`src/rtl/tile_renderer_anim.sv`:
```
// Per-tile pixel renderer for the VGA tile layer.
// Classifies each in-tile pixel as background/floor/gift/hole and emits colour, request and
// type with a fixed two-clock latency. Gifts blink on a frame counter; holes can flash an
// alert colour for a programmable number of frames.
// Optional build macro FLOOR_STRIPE_EN: floor drawn as scrolling 4-pixel stripes.
module tile_renderer_anim #(
    parameter int unsigned FLOOR_X0     = 10,
    parameter int unsigned FLOOR_X1     = 70,
    parameter int unsigned FLOOR_Y0     = 50,
    parameter int unsigned FLOOR_Y1     = 75,
    parameter int unsigned OBJ_X0       = 20,
    parameter int unsigned OBJ_X1       = 40,
    parameter int unsigned OBJ_Y0       = 20,
    parameter int unsigned OBJ_Y1       = 40,
    parameter int unsigned BLINK_FRAMES = 16,
    parameter int unsigned ALERT_FRAMES = 60,
    parameter logic [7:0]  FLOOR_RGB    = 8'hA1,
    parameter logic [7:0]  GIFT_RGB     = 8'hBB,
    parameter logic [7:0]  HOLE_RGB     = 8'hF1,
    parameter logic [7:0]  ALERT_RGB    = 8'hE0,
    parameter logic [7:0]  STRIPE_RGB   = 8'h80
) (
    input  logic        clk,
    input  logic        resetN,
    input  logic        startOfFrame,
    input  logic [10:0] offsetX,
    input  logic [10:0] offsetY,
    input  logic [1:0]  tileType,
    input  logic        alertReq,
    output logic        drawingRequest,
    output logic [1:0]  drawingType,
    output logic [7:0]  RGBout,
    output logic        alertActive
);
    localparam int unsigned    FrameMod  = 2 * BLINK_FRAMES;
    localparam int unsigned    FcW       = $clog2(FrameMod);
    localparam logic [FcW-1:0] FrameLast = FcW'(FrameMod - 1);
    localparam logic [7:0]     AlertLoad = 8'(ALERT_FRAMES - 1);
    localparam logic [10:0]    FX0 = 11'(FLOOR_X0);
    localparam logic [10:0]    FX1 = 11'(FLOOR_X1);
    localparam logic [10:0]    FY0 = 11'(FLOOR_Y0);
    localparam logic [10:0]    FY1 = 11'(FLOOR_Y1);
    localparam logic [10:0]    OX0 = 11'(OBJ_X0);
    localparam logic [10:0]    OX1 = 11'(OBJ_X1);
    localparam logic [10:0]    OY0 = 11'(OBJ_Y0);
    localparam logic [10:0]    OY1 = 11'(OBJ_Y1);

    typedef enum logic {StIdle, StAlert} state_e;

    state_e         state_q, state_d;
    logic [FcW-1:0] frame_cnt_q, frame_cnt_d;
    logic [7:0]     alert_cnt_q, alert_cnt_d;
    logic           flash_phase_q, flash_phase_d;
    logic           alert_active_q;

    // Stage 1: region class (tileType encoding) plus animation snapshot
    logic [1:0]     class_q, class_d;
    logic           gift_vis_q, gift_vis_d;
    logic           flash_on_q, flash_on_d;
`ifdef FLOOR_STRIPE_EN
    logic           stripe_q, stripe_d;
    logic [10:0]    stripe_sum;
`endif

    // Stage 2: pixel outputs
    logic [7:0]     rgb_q, rgb_d;
    logic           req_q, req_d;
    logic [1:0]     type_q, type_d;

    logic           in_floor, in_obj;

    // Frame counter for the gift blink cycle
    always_comb begin
        frame_cnt_d = frame_cnt_q;
        if (startOfFrame) begin
            frame_cnt_d = (frame_cnt_q == FrameLast) ? '0 : frame_cnt_q + 1'b1;
        end
    end

    // Alert FSM next state; a request always (re)starts the sequence
    always_comb begin
        state_d       = state_q;
        alert_cnt_d   = alert_cnt_q;
        flash_phase_d = flash_phase_q;
        unique case (state_q)
            StIdle: begin
                if (alertReq) begin
                    state_d       = StAlert;
                    alert_cnt_d   = AlertLoad;
                    flash_phase_d = 1'b1;
                end
            end
            StAlert: begin
                if (alertReq) begin
                    alert_cnt_d   = AlertLoad;
                    flash_phase_d = 1'b1;
                end else if (startOfFrame) begin
                    if (alert_cnt_q != 8'd0) begin
                        alert_cnt_d   = alert_cnt_q - 8'd1;
                        flash_phase_d = ~flash_phase_q;
                    end else begin
                        state_d       = StIdle;
                        flash_phase_d = 1'b0;
                    end
                end
            end
            default: state_d = StIdle;
        endcase
    end

    // Stage 1 classification in priority order, strict unsigned bounds
    always_comb begin
        in_floor   = (offsetX > FX0) && (offsetX < FX1) && (offsetY > FY0) && (offsetY < FY1);
        in_obj     = (offsetX > OX0) && (offsetX < OX1) && (offsetY > OY0) && (offsetY < OY1);
        class_d    = 2'b00;
        if ((tileType != 2'b00) && in_floor) begin
            class_d = 2'b01;
        end else if ((tileType == 2'b10) && in_obj) begin
            class_d = 2'b10;
        end else if ((tileType == 2'b11) && in_obj) begin
            class_d = 2'b11;
        end
        gift_vis_d = (32'(frame_cnt_q) < BLINK_FRAMES);
        flash_on_d = (state_q == StAlert) && flash_phase_q;
`ifdef FLOOR_STRIPE_EN
        stripe_sum = offsetX + 11'(frame_cnt_q);
        stripe_d   = stripe_sum[2];
`endif
    end

    // Stage 2 colour, request and type from the stage 1 snapshot
    always_comb begin
        rgb_d  = 8'hFF;
        req_d  = 1'b0;
        type_d = 2'b00;
        case (class_q)
            2'b01: begin
`ifdef FLOOR_STRIPE_EN
                rgb_d = stripe_q ? STRIPE_RGB : FLOOR_RGB;
`else
                rgb_d = FLOOR_RGB;
`endif
                req_d  = 1'b1;
                type_d = 2'b01;
            end
            2'b10: begin
                if (gift_vis_q) begin
                    rgb_d  = GIFT_RGB;
                    req_d  = 1'b1;
                    type_d = 2'b10;
                end
            end
            2'b11: begin
                rgb_d  = flash_on_q ? ALERT_RGB : HOLE_RGB;
                req_d  = 1'b1;
                type_d = 2'b11;
            end
            default: ;
        endcase
    end

    // Animation state registers
    always_ff @(posedge clk or negedge resetN) begin
        if (!resetN) begin
            state_q        <= StIdle;
            frame_cnt_q    <= '0;
            alert_cnt_q    <= 8'd0;
            flash_phase_q  <= 1'b0;
            alert_active_q <= 1'b0;
        end else begin
            state_q        <= state_d;
            frame_cnt_q    <= frame_cnt_d;
            alert_cnt_q    <= alert_cnt_d;
            flash_phase_q  <= flash_phase_d;
            alert_active_q <= (state_q == StAlert);
        end
    end

    // Pixel pipeline registers
    always_ff @(posedge clk or negedge resetN) begin
        if (!resetN) begin
            class_q    <= 2'b00;
            gift_vis_q <= 1'b0;
            flash_on_q <= 1'b0;
`ifdef FLOOR_STRIPE_EN
            stripe_q   <= 1'b0;
`endif
            rgb_q      <= 8'h00;
            req_q      <= 1'b0;
            type_q     <= 2'b00;
        end else begin
            class_q    <= class_d;
            gift_vis_q <= gift_vis_d;
            flash_on_q <= flash_on_d;
`ifdef FLOOR_STRIPE_EN
            stripe_q   <= stripe_d;
`endif
            rgb_q      <= rgb_d;
            req_q      <= req_d;
            type_q     <= type_d;
        end
    end

    assign RGBout         = rgb_q;
    assign drawingRequest = req_q;
    assign drawingType    = type_q;
    assign alertActive    = alert_active_q;

endmodule

```
`config.mk`:
```
export PLATFORM = sky130hd
export DESIGN_NAME = tile_renderer_anim
export DESIGN_NICKNAME = d
export VERILOG_FILES = /design/src/rtl/tile_renderer_anim.sv
export SDC_FILE = /design/constraint.sdc
export NUM_CORES = 1
export LEC_CHECK = 0
export BUFFER_PORTS_ARGS = -buffer_cell sky130_fd_sc_hd__buf_2
export CAP_MARGIN = 25
export CORE_ASPECT_RATIO = 1.2
export CORE_MARGIN = 2
export CORE_UTILIZATION = 55
export DETAILED_ROUTE_END_ITERATION = 8
export PLACE_DENSITY = 0.84
export SETUP_SLACK_MARGIN = 0.2
export SLEW_MARGIN = 20
export SYNTH_ARGS = -nofsm -noshare
export SYNTH_HDL_FRONTEND = slang
export SYNTH_SLANG_ARGS = --single-unit
export TNS_END_PERCENT = 1
```
`constraint.sdc`:
```
create_clock -name clk -period 2.6 [get_ports clk]
set_input_delay 0.26 -clock clk [delete_from_list [all_inputs] [get_ports clk]]
set_output_delay 0.26 -clock clk [all_outputs]
set_load 0.02 [all_outputs]
```
# Word level (Yosys, flattened, before mapping)
# Cells that the tools add are included.
# totals
register_bits	31
output_inout_bits	12
elab_cells	74
# op_classes
n_addsub	2
n_lt_le_gt_ge	9
n_eq_ne	9
mux	26
n_bitwise	2
reduce_logical	15
# op_table
op	n
8-bit two-way mux	4
11-bit by 5-bit greater-than comparator with 1-bit output, second input constant	2
11-bit by 6-bit < comparator with 1-bit output, second input constant	2
11-bit by 7-bit < comparator with 1-bit output, second input constant	2
7-bit one-hot mux with 3 select lines	1
8-bit one-hot mux with 2 select lines	1
11-bit by 4-bit greater-than comparator with 1-bit output, second input constant	1
11-bit by 6-bit greater-than comparator with 1-bit output, second input constant	1
1-bit logical AND	10
5-bit two-way mux	2
1-bit two-way mux	9
2-bit equality test, second input constant	4
2-bit two-way mux	4
8-bit nonzero test	1
8-bit by 1-bit subtractor with 8-bit output, second input constant	1
7-bit two-way mux	1
1-bit one-hot mux with 2 select lines	3
2-bit one-hot mux with 3 select lines	1
5-bit by 1-bit adder with 5-bit output, second input constant	1
5-bit equality test, second input constant	1
5-bit < comparator, second input constant	1
3-bit by 2-bit != test with 1-bit output, second input constant	1
3-bit != test, second input constant	1
3-bit AND reduction	1
6 further kinds	7

# Longest topological paths before layout
# Gate-level depths: netlist (run 1).
# logic_depth
ltp_word	8
ltp_mapped	6
depth_no_buf	6

# Worst setup path before layout (run 1)
# No wires, ideal clock.
# synth_path
path_type	register -> register
start	register alert_cnt_q[4]
end	register alert_cnt_q[4]
setup_ns	0.118
arrival_ns	1.582
t_required_ns	2.482
path_slack_ns	0.900
path_stages_with_launch	5
n_path_buf	0
cell_sequence	dfrtp_1 > or4_4 > o311a_4 > a21o_1 > a21o_1
# synth_via
elab_chain_cells	5
elab_cells_between_ends	8
# synth_rtl
element	line_no	rtl
start, declared	52	logic [7:0] alert_cnt_q, alert_cnt_d;
start signal, assigned	173	alert_cnt_q <= alert_cnt_d;
8-bit by 1-bit subtractor with 8-bit output	99	alert_cnt_d = alert_cnt_q - 8'd1;
8-bit two-way mux	98	if (alert_cnt_q != 8'd0) begin
8-bit two-way mux	97	end else if (startOfFrame) begin
8-bit two-way mux	94	if (alertReq) begin
8-bit one-hot mux with 2 select lines	85	unique case (state_q)
# Several ways; a longest one is shown, not always the timed one. The select of a mux whose other input is x is not followed.
# A chain may end at the register's enable or synchronous reset.

# Final worst setup path (run 1)
# layout_path
start	register alert_cnt_q[4]
end	register alert_cnt_q[5]
# Same word-level chain as after synthesis.

==> results.tsv, run 1 <==
metric	value	unit
Top Ports	40	
TNS Setup	0	ps
fin util	0.681	
Clk pwr share	0.303	
share of cells above drive strength 1	0.301	
Seq/Total Area, Yosys	0.511	
Max Slew Vio Count	0	
Post-Synthesis Cells	133	
Setup WS pre-CTS	731	ps
# rows	20	
first-pass GRT wire length	4.77	mm
RSZ-0062 raised after global routing	false	
final setup violating endpoints	0	
outcome	finished clean	
initial antenna violation count	0	
router iterations before antenna repair	4	
worst hold path type	input port to flip-flop	
Max Clock Skew	4.66	ps
Psw	275	uW
R2R Setup Slk	720	ps
Antenna diodes	0	
Syn Area/Cell	10.7	sq um
H-tree levels	2	
Initial DRC Count	29	
Final Hold Viols	0	
vias	1192	
fin crit share	0.724	
residual DRC count	0	
Req. time, crit path	2810	ps
Post-synth EDFFs	0	
CTS Buf Count	5	
largest net degree at the start of global routing	30	
switching share of power	0.274	
Final ANT Viol Nets	0	
final hold slack	184	ps
cell area after synthesis	1420	sq um
Post-Route WL	3.04	mm
GRT Util Overall	0.219	
number of global-route vias before repair	1158	
crit path time final	1880	ps
CTS tree	built	
Clock Sinks	29	
Worst VDD drop	0.330	mV
Clock Path Buffers	2	
P_int	731	uW
post-DR wirelength/cell	14.6	um
CP max FO	5	
fraction of registers with async set/reset	1.00	
Final Worst Setup Slack	719	ps
die width	50.4	um
main flop type after synthesis	dfrtp_1	
root buffer cell	clkbuf_4	
Static Leak	0.000774	uW
combinational share of power	0.164	
FF/Latch Area	726	sq um
Synth Warn #	0	
Max Fclk	0.532	GHz
Max Cap Viol	0	
CTS clk-pin slew, worst paths	80	ps
Worst Setup End Kind	flip-flop	
Avg Vias per Cell	5.70	
post-DP HPWL	2.32	mm
number of synthesized register bits	29	
Die Area	3010	sq um
Clock Latency Late Sink	320	ps
layout filler cell count	194	
post-cts sizing count	0	
area delta synth->final	19.9	%
port bufs	39	
Pwr Total	1010	uW
Syn Nets	164	
Multi-input gate area	627	sq um
Initial Utilization	0.568	
nets@finish	206	
Slew @ Worst Pin	618	ps
CP arrival	2090	ps
unique cell type count in the Yosys netlist	42	
power per cell area	591	nW/um^2
CP startpoint kind	flip-flop	
headroom to the max-slew limit	0.588	
die height	59.7	um
Crit Path Category	flip-flop to flip-flop	
core area	2500	sq um
Reg power frac	0.533	
Placer Congestion	0.752	
gr ovfl total	0	
[placed cells by master (no fill, tap or decap), drive strengths merged, types with 3 or more instances in the layout]
master	Yosys	final
nor2	10	10
or4	3	3
nand2b	8	8
a21oi	4	4
or3	3	3
clkbuf	1	7
xnor2	4	4
nor3b	3	3
inv	9	9
a21o	5	5
nand3	3	3
nor4	3	3
buf	4	39
nand2	4	4
dfrtp	29	29
a211o	3	3
o21ai	8	8
ha	3	3
[timing repair]
action | CTS | global route
setup buffers | 0 | 0
setup endpoints to repair | 0 | 0
endpoints found under the hold margin | 29 | 0
hold buffers | 1 | 0
[state kept, by name, summed over array words and instances, names as in the netlist]
signal	flops
alertActive	1
RGBout	6
frame_cnt_q	5
flash_on_q	1
drawingType	2
alert_cnt_q	8
state_q	1
class_q	2
flash_phase_q	1
gift_vis_q	1
drawingRequest	1
[final cells by class]
cell class,count,share of cell area
sequential,29,0.426
clock inverter,1,0.00294
inverter,9,0.0198
tap,33,0.0242
timing repair buffer,40,0.120
clock buffer,7,0.0382
multi-input combinational,90,0.368
[final timing paths]
kind,startpoint,end,cells after the start
setup / recovery,alert_cnt_q[4]$_DFFE_PN0P_,alert_cnt_q[5]$_DFFE_PN0P_,4
hold / removal,tileType[0],class_q[0]$_DFF_PN0_,2
hold reg to reg,flash_on_q$_DFF_PN0_,RGBout[4]$_DFF_PN0_,1
max in group asynchronous,resetN,class_q[1]$_DFF_PN0_,2
min in group asynchronous,resetN,RGBout[4]$_DFF_PN0_,2
setup reg to reg,alert_cnt_q[4]$_DFFE_PN0P_,alert_cnt_q[5]$_DFFE_PN0P_,4
[cell usage after synthesis (4+ instances only)]
cell | number | area share
dfrtp_1 | 29 | 0.51
nor2_1 | 10 | 0.026
inv_1 | 9 | 0.024
nand2b_1 | 8 | 0.035
o21ai_0 | 8 | 0.028
a21o_1 | 5 | 0.026
a21oi_1 | 4 | 0.014
buf_4 | 4 | 0.021
nand2_1 | 4 | 0.011
xnor2_1 | 4 | 0.025
[logic make-up (layout without fill, tap and decap cells)]
logic type,Yosys count,in the layout,share of synthesized area
AOI/OAI and AO/OA,31,31,0.164
adders and majority gates,3,3,0.0264
buffers and inverters,14,57,0.0476
and+or+nand+nor,47,47,0.196
other,1,1,0.00264
DFF,29,29,0.511
muxes,3,3,0.0220
xor gates and xnor gates,5,5,0.0308
[critical path, cell delays in order (launching register included)]
cell	delay, ps
dfrtp_1	450
nor4_2	450
a31oi_1	270
and4_1	260
or3_1	330
[power by group through the flow]
| stage | logic, uW | clock network, uW | registers [uW] |
|---|---|---|---|
| floorplan | 102 | 0 | 535 |
| global placement | 146 | 0 | 539 |
| detailed placement | 158 | 0 | 544 |
| CTS | 166 | 313 | 536 |
| global route | 180 | 334 | 541 |
| finish | 165 | 304 | 537 |
[metrics by stage]
stage	instances	instance area [sq um]
after floorplan	133	1420
after global placement	200	1620
after detailed placement	200	1620
after CTS	209	1700
after global routing	209	1700
final	209	1700
[metal layers]
metal  wire length [um]  vias up  GRT usage
li1                   -      562          -
met1               1050      561      0.186
met2               1720       61      0.453
met3                201        8     0.0550
met4                 73        0      0.112
met5                  0        -          0
(Power assumes the default switching activity.)
==> run 2: changes to the inputs <==
- ABC_AREA: not set -> 1
- CORE_UTILIZATION: 55 -> 52
- PLACE_DENSITY: 0.84 -> 0.79
- clock period: 2.6 -> 1.8 ns (I/O delays scaled with it)
==> run 2 against run 1 <==
Against the previous run:
- clock power rose by 24%
- worst hold slack got worse by 140 ps
- critical endpoint is now alert_cnt_q[2]$_DFFE_PN0P_
- die area rose by 15%
- global-route usage fell by 0.66 points
- count of clock-buffer cells in the layout fell by 1
- first-iteration DRC count rose by 3.4%
- routed wire length fell by 2.4%
- clock skew rose by 0.96 ps
- combinational power rose by 72%
- largest power group unchanged
- final area rose by 8.2%
==> results.tsv, run 2 <==
metric	value	unit	change
Post-Synthesis Cells	215		was 133
Seq/Total Area, Yosys	0.466		was 0.511
Yosys top cell area share	0.466		was 0.511
unique cell type count in the Yosys netlist	23		was 42
Max Cap Viol	0		unchanged
Placer Congestion	0.941		was 0.752
commonest non-fill, non-tap cells in the layout	nand2_1 (64), inv_1 (40), buf_2 (39)		was buf_2 (39), dfrtp_1 (29), nor2_1 (10)
Clock Latency Late Sink	320	ps	about the same
root buffer cell	clkbuf_4		unchanged
nets@finish	289		was 206
most frequent cells after synthesis	nand2_1 (64), inv_1 (40), dfrtp_1 (29)		was dfrtp_1 (29), nor2_1 (10), inv_1 (9)
area delta synth->final	18.3	%	was 19.9%
Die Area	3450	sq um	was 3010 sq um
Worst VDD drop	0.538	mV	was 0.330 mV
CTS clk-pin slew, worst paths	90	ps	was 80 ps
power per cell area	780	nW/um^2	was 591 nW/um^2
Static Leak	0.00103	uW	was 0.000774 uW
hold wc startpoint	alertReq		was tileType[0]
Max Slew Vio Count	0		unchanged
fin cells	293		was 209
Max Fclk	0.702	GHz	was 0.532 GHz
port bufs	39		unchanged
Pwr Total	1440	uW	was 1010 uW
GRT Util Overall	0.212		was 0.219
H-tree levels	2		unchanged
Synth area leader	dfrtp_1		unchanged
RSZ-0062 raised after global routing	false		unchanged
CTS tree	built		unchanged
layout filler cell count	248		was 194
Initial Utilization	0.554		was 0.568
Crit Path Category	flip-flop to flip-flop		unchanged
headroom to the max-slew limit	0.585		was 0.588
Min-Delay Path Depth	2		unchanged
Worst Setup End Kind	flip-flop		unchanged
CP startpoint kind	flip-flop		unchanged
Slew @ Worst Pin	622	ps	was 618 ps
die height	64.0	um	was 59.7 um
DP Cell Count	284		was 200
number of synthesized register bits	29		unchanged
first-pass GRT wire length	5.43	mm	was 4.77 mm
Req. time, crit path	2060	ps	was 2810 ps
worst hold path type	input port to flip-flop		unchanged
Avg Vias per Cell	4.82		was 5.70
number of global-route vias before repair	1401		was 1158
reg2reg path depth	10		was 4
Post-synth EDFFs	0		unchanged
Top Ports	40		unchanged
CTS Buf Count	5		unchanged
fin crit share	0.791		was 0.724
fraction of registers with async set/reset	1.00		unchanged
final setup violating endpoints	0		unchanged
CP max FO	7		was 5
post-DR wirelength/cell	10.1	um	was 14.6 um
TNS Setup	0	ps	unchanged
Initial DRC Count	30		was 29
Final Hold Viols	0		unchanged
Post-Route WL	2.97	mm	was 3.04 mm
Syn Area/Cell	7.25	sq um	was 10.7 sq um
die width	54.0	um	was 50.4 um
# rows	21		was 20
Synth Warn #	0		unchanged
initial antenna violation count	0		unchanged
Largest register FFs	8		unchanged
gr ovfl total	0		unchanged
core area	2810	sq um	was 2500 sq um
Max Clock Skew	5.63	ps	was 4.66 ps
most common cell after layout, fill and taps aside	nand2_1		was buf_2
Syn Nets	246		was 164
largest net degree at the start of global routing	30		unchanged
Antenna diodes	0		unchanged
Area contributors post-synth	dfrtp_1 (47%), nand2_1 (15%), inv_1 (9.6%)		was dfrtp_1 (51%), nand2b_1 (3.5%), o21ai_0 (2.8%)
Hold EP	alert_cnt_q[6]$_DFFE_PN0P_		was class_q[0]$_DFF_PN0_
share of cells above drive strength 1	0.205		was 0.301
outcome	finished clean		unchanged
CP arrival	1690	ps	was 2090 ps
Clock Path Buffers	2		unchanged
crit path time final	1420	ps	was 1880 ps
main flop type after synthesis	dfrtp_1		unchanged
Final ANT Viol Nets	0		unchanged
residual DRC count	0		unchanged
cell area after synthesis	1560	sq um	was 1420 sq um
vias	1413		was 1192
postcts setup bufs	0		unchanged
post-DP HPWL	2.33	mm	was 2.32 mm
Clock Sinks	29		unchanged
Crit Reg-Reg Startpoint	alert_cnt_q[0]$_DFFE_PN0P_		was alert_cnt_q[4]$_DFFE_PN0P_
Largest Register	alert_cnt_q		unchanged
RR Endpoint	alert_cnt_q[2]$_DFFE_PN0P_		was alert_cnt_q[5]$_DFFE_PN0P_
router iterations before antenna repair	4		unchanged
most frequent cell after synthesis	nand2_1		was dfrtp_1
R2R Setup Slk	380	ps	was 720 ps
run 2: per-stage QoR:
stage / hold slack, ps / setup WS [ps] / cell area [sq um] / utilization
after CTS: 43.1 / 324 / 1830 / 0.651
after global routing: 66.4 / 213 / 1840 / 0.656
after detailed placement: 231 / 341 / 1770 / 0.629
after global placement: 224 / 414 / 1770 / 0.629
after floorplan: -116 / 485 / 1560 / -
final: 46.8 / 376 / 1840 / 0.656
run 2: timing repair:
| item | CTS | global route |
|---|---|---|
| endpoints found under the hold margin | 29 | 0 |
| hold buffers | 1 | 0 |
| gates resized for setup | 0 | 2 |
| endpoints found under the setup margin | 0 | 6 |
run 2: cells by family after synthesis:
kind of cell / Yosys count / share of synthesized area
simple gates: 112 / 0.305
other cells: 1 / 0.00241
fa+ha+maj: 3 / 0.0241
xor+xnor: 1 / 0.00562
flops: 29 / 0.466
buf+inv: 46 / 0.118
compound gates: 23 / 0.0787
run 2: worst max path at each step:
| stage | slack [ps] | start | cells after the start | end |
|---|---|---|---|---|
| after detailed placement | 340 | alert_cnt_q[0]$_DFFE_PN0P_ | 9 | alert_cnt_q[3]$_DFFE_PN0P_ |
| after global routing | 210 | alert_cnt_q[0]$_DFFE_PN0P_ | 10 | alert_cnt_q[2]$_DFFE_PN0P_ |
| final | 380 | alert_cnt_q[0]$_DFFE_PN0P_ | 10 | alert_cnt_q[2]$_DFFE_PN0P_ |
| after global placement | 410 | alert_cnt_q[0]$_DFFE_PN0P_ | 10 | alert_cnt_q[2]$_DFFE_PN0P_ |
| after CTS | 320 | alert_cnt_q[0]$_DFFE_PN0P_ | 10 | alert_cnt_q[2]$_DFFE_PN0P_ |
| after floorplan | 480 | alert_cnt_q[0]$_DFFE_PN0P_ | 9 | alert_cnt_q[4]$_DFFE_PN0P_ |
run 2: critical path, cell delays in order (launching register included):
cell and delay, ps:
dfrtp_1 400, inv_1 140, ha_4 180, nand2_1 70
nor2_2 110, nand2_2 90, nand2_4 110, nand2_4 80
inv_2 70, nand2_1 50, nand2_1 60
run 2: layout make-up:
cell class              count  area, sq um  area share
flip-flops and latches     29          726       0.394
multi-input cells         140          661       0.358
repair buffers             40          205       0.111
inverters                  42          158      0.0855
well taps                  34         42.5      0.0231
clock buffers               6         41.3      0.0224
clock inverters             2         10.0     0.00543
run 2: power breakdown:
part / switching, uW / internal (uW)
clock network: 228 / 149
registers: 50.9 / 727
logic: 167 / 118
run 2: routing by layer:
metal | part of all wire | global-route usage | routed length, um | vias up
li1 | - | - | - | 741
met1 | 0.40 | 0.232 | 1180 | 630
met2 | 0.53 | 0.370 | 1580 | 35
met3 | 0.051 | 0.0491 | 153 | 7
met4 | 0.019 | 0.0994 | 55 | 0
met5 | 0 | 0 | 0 | -
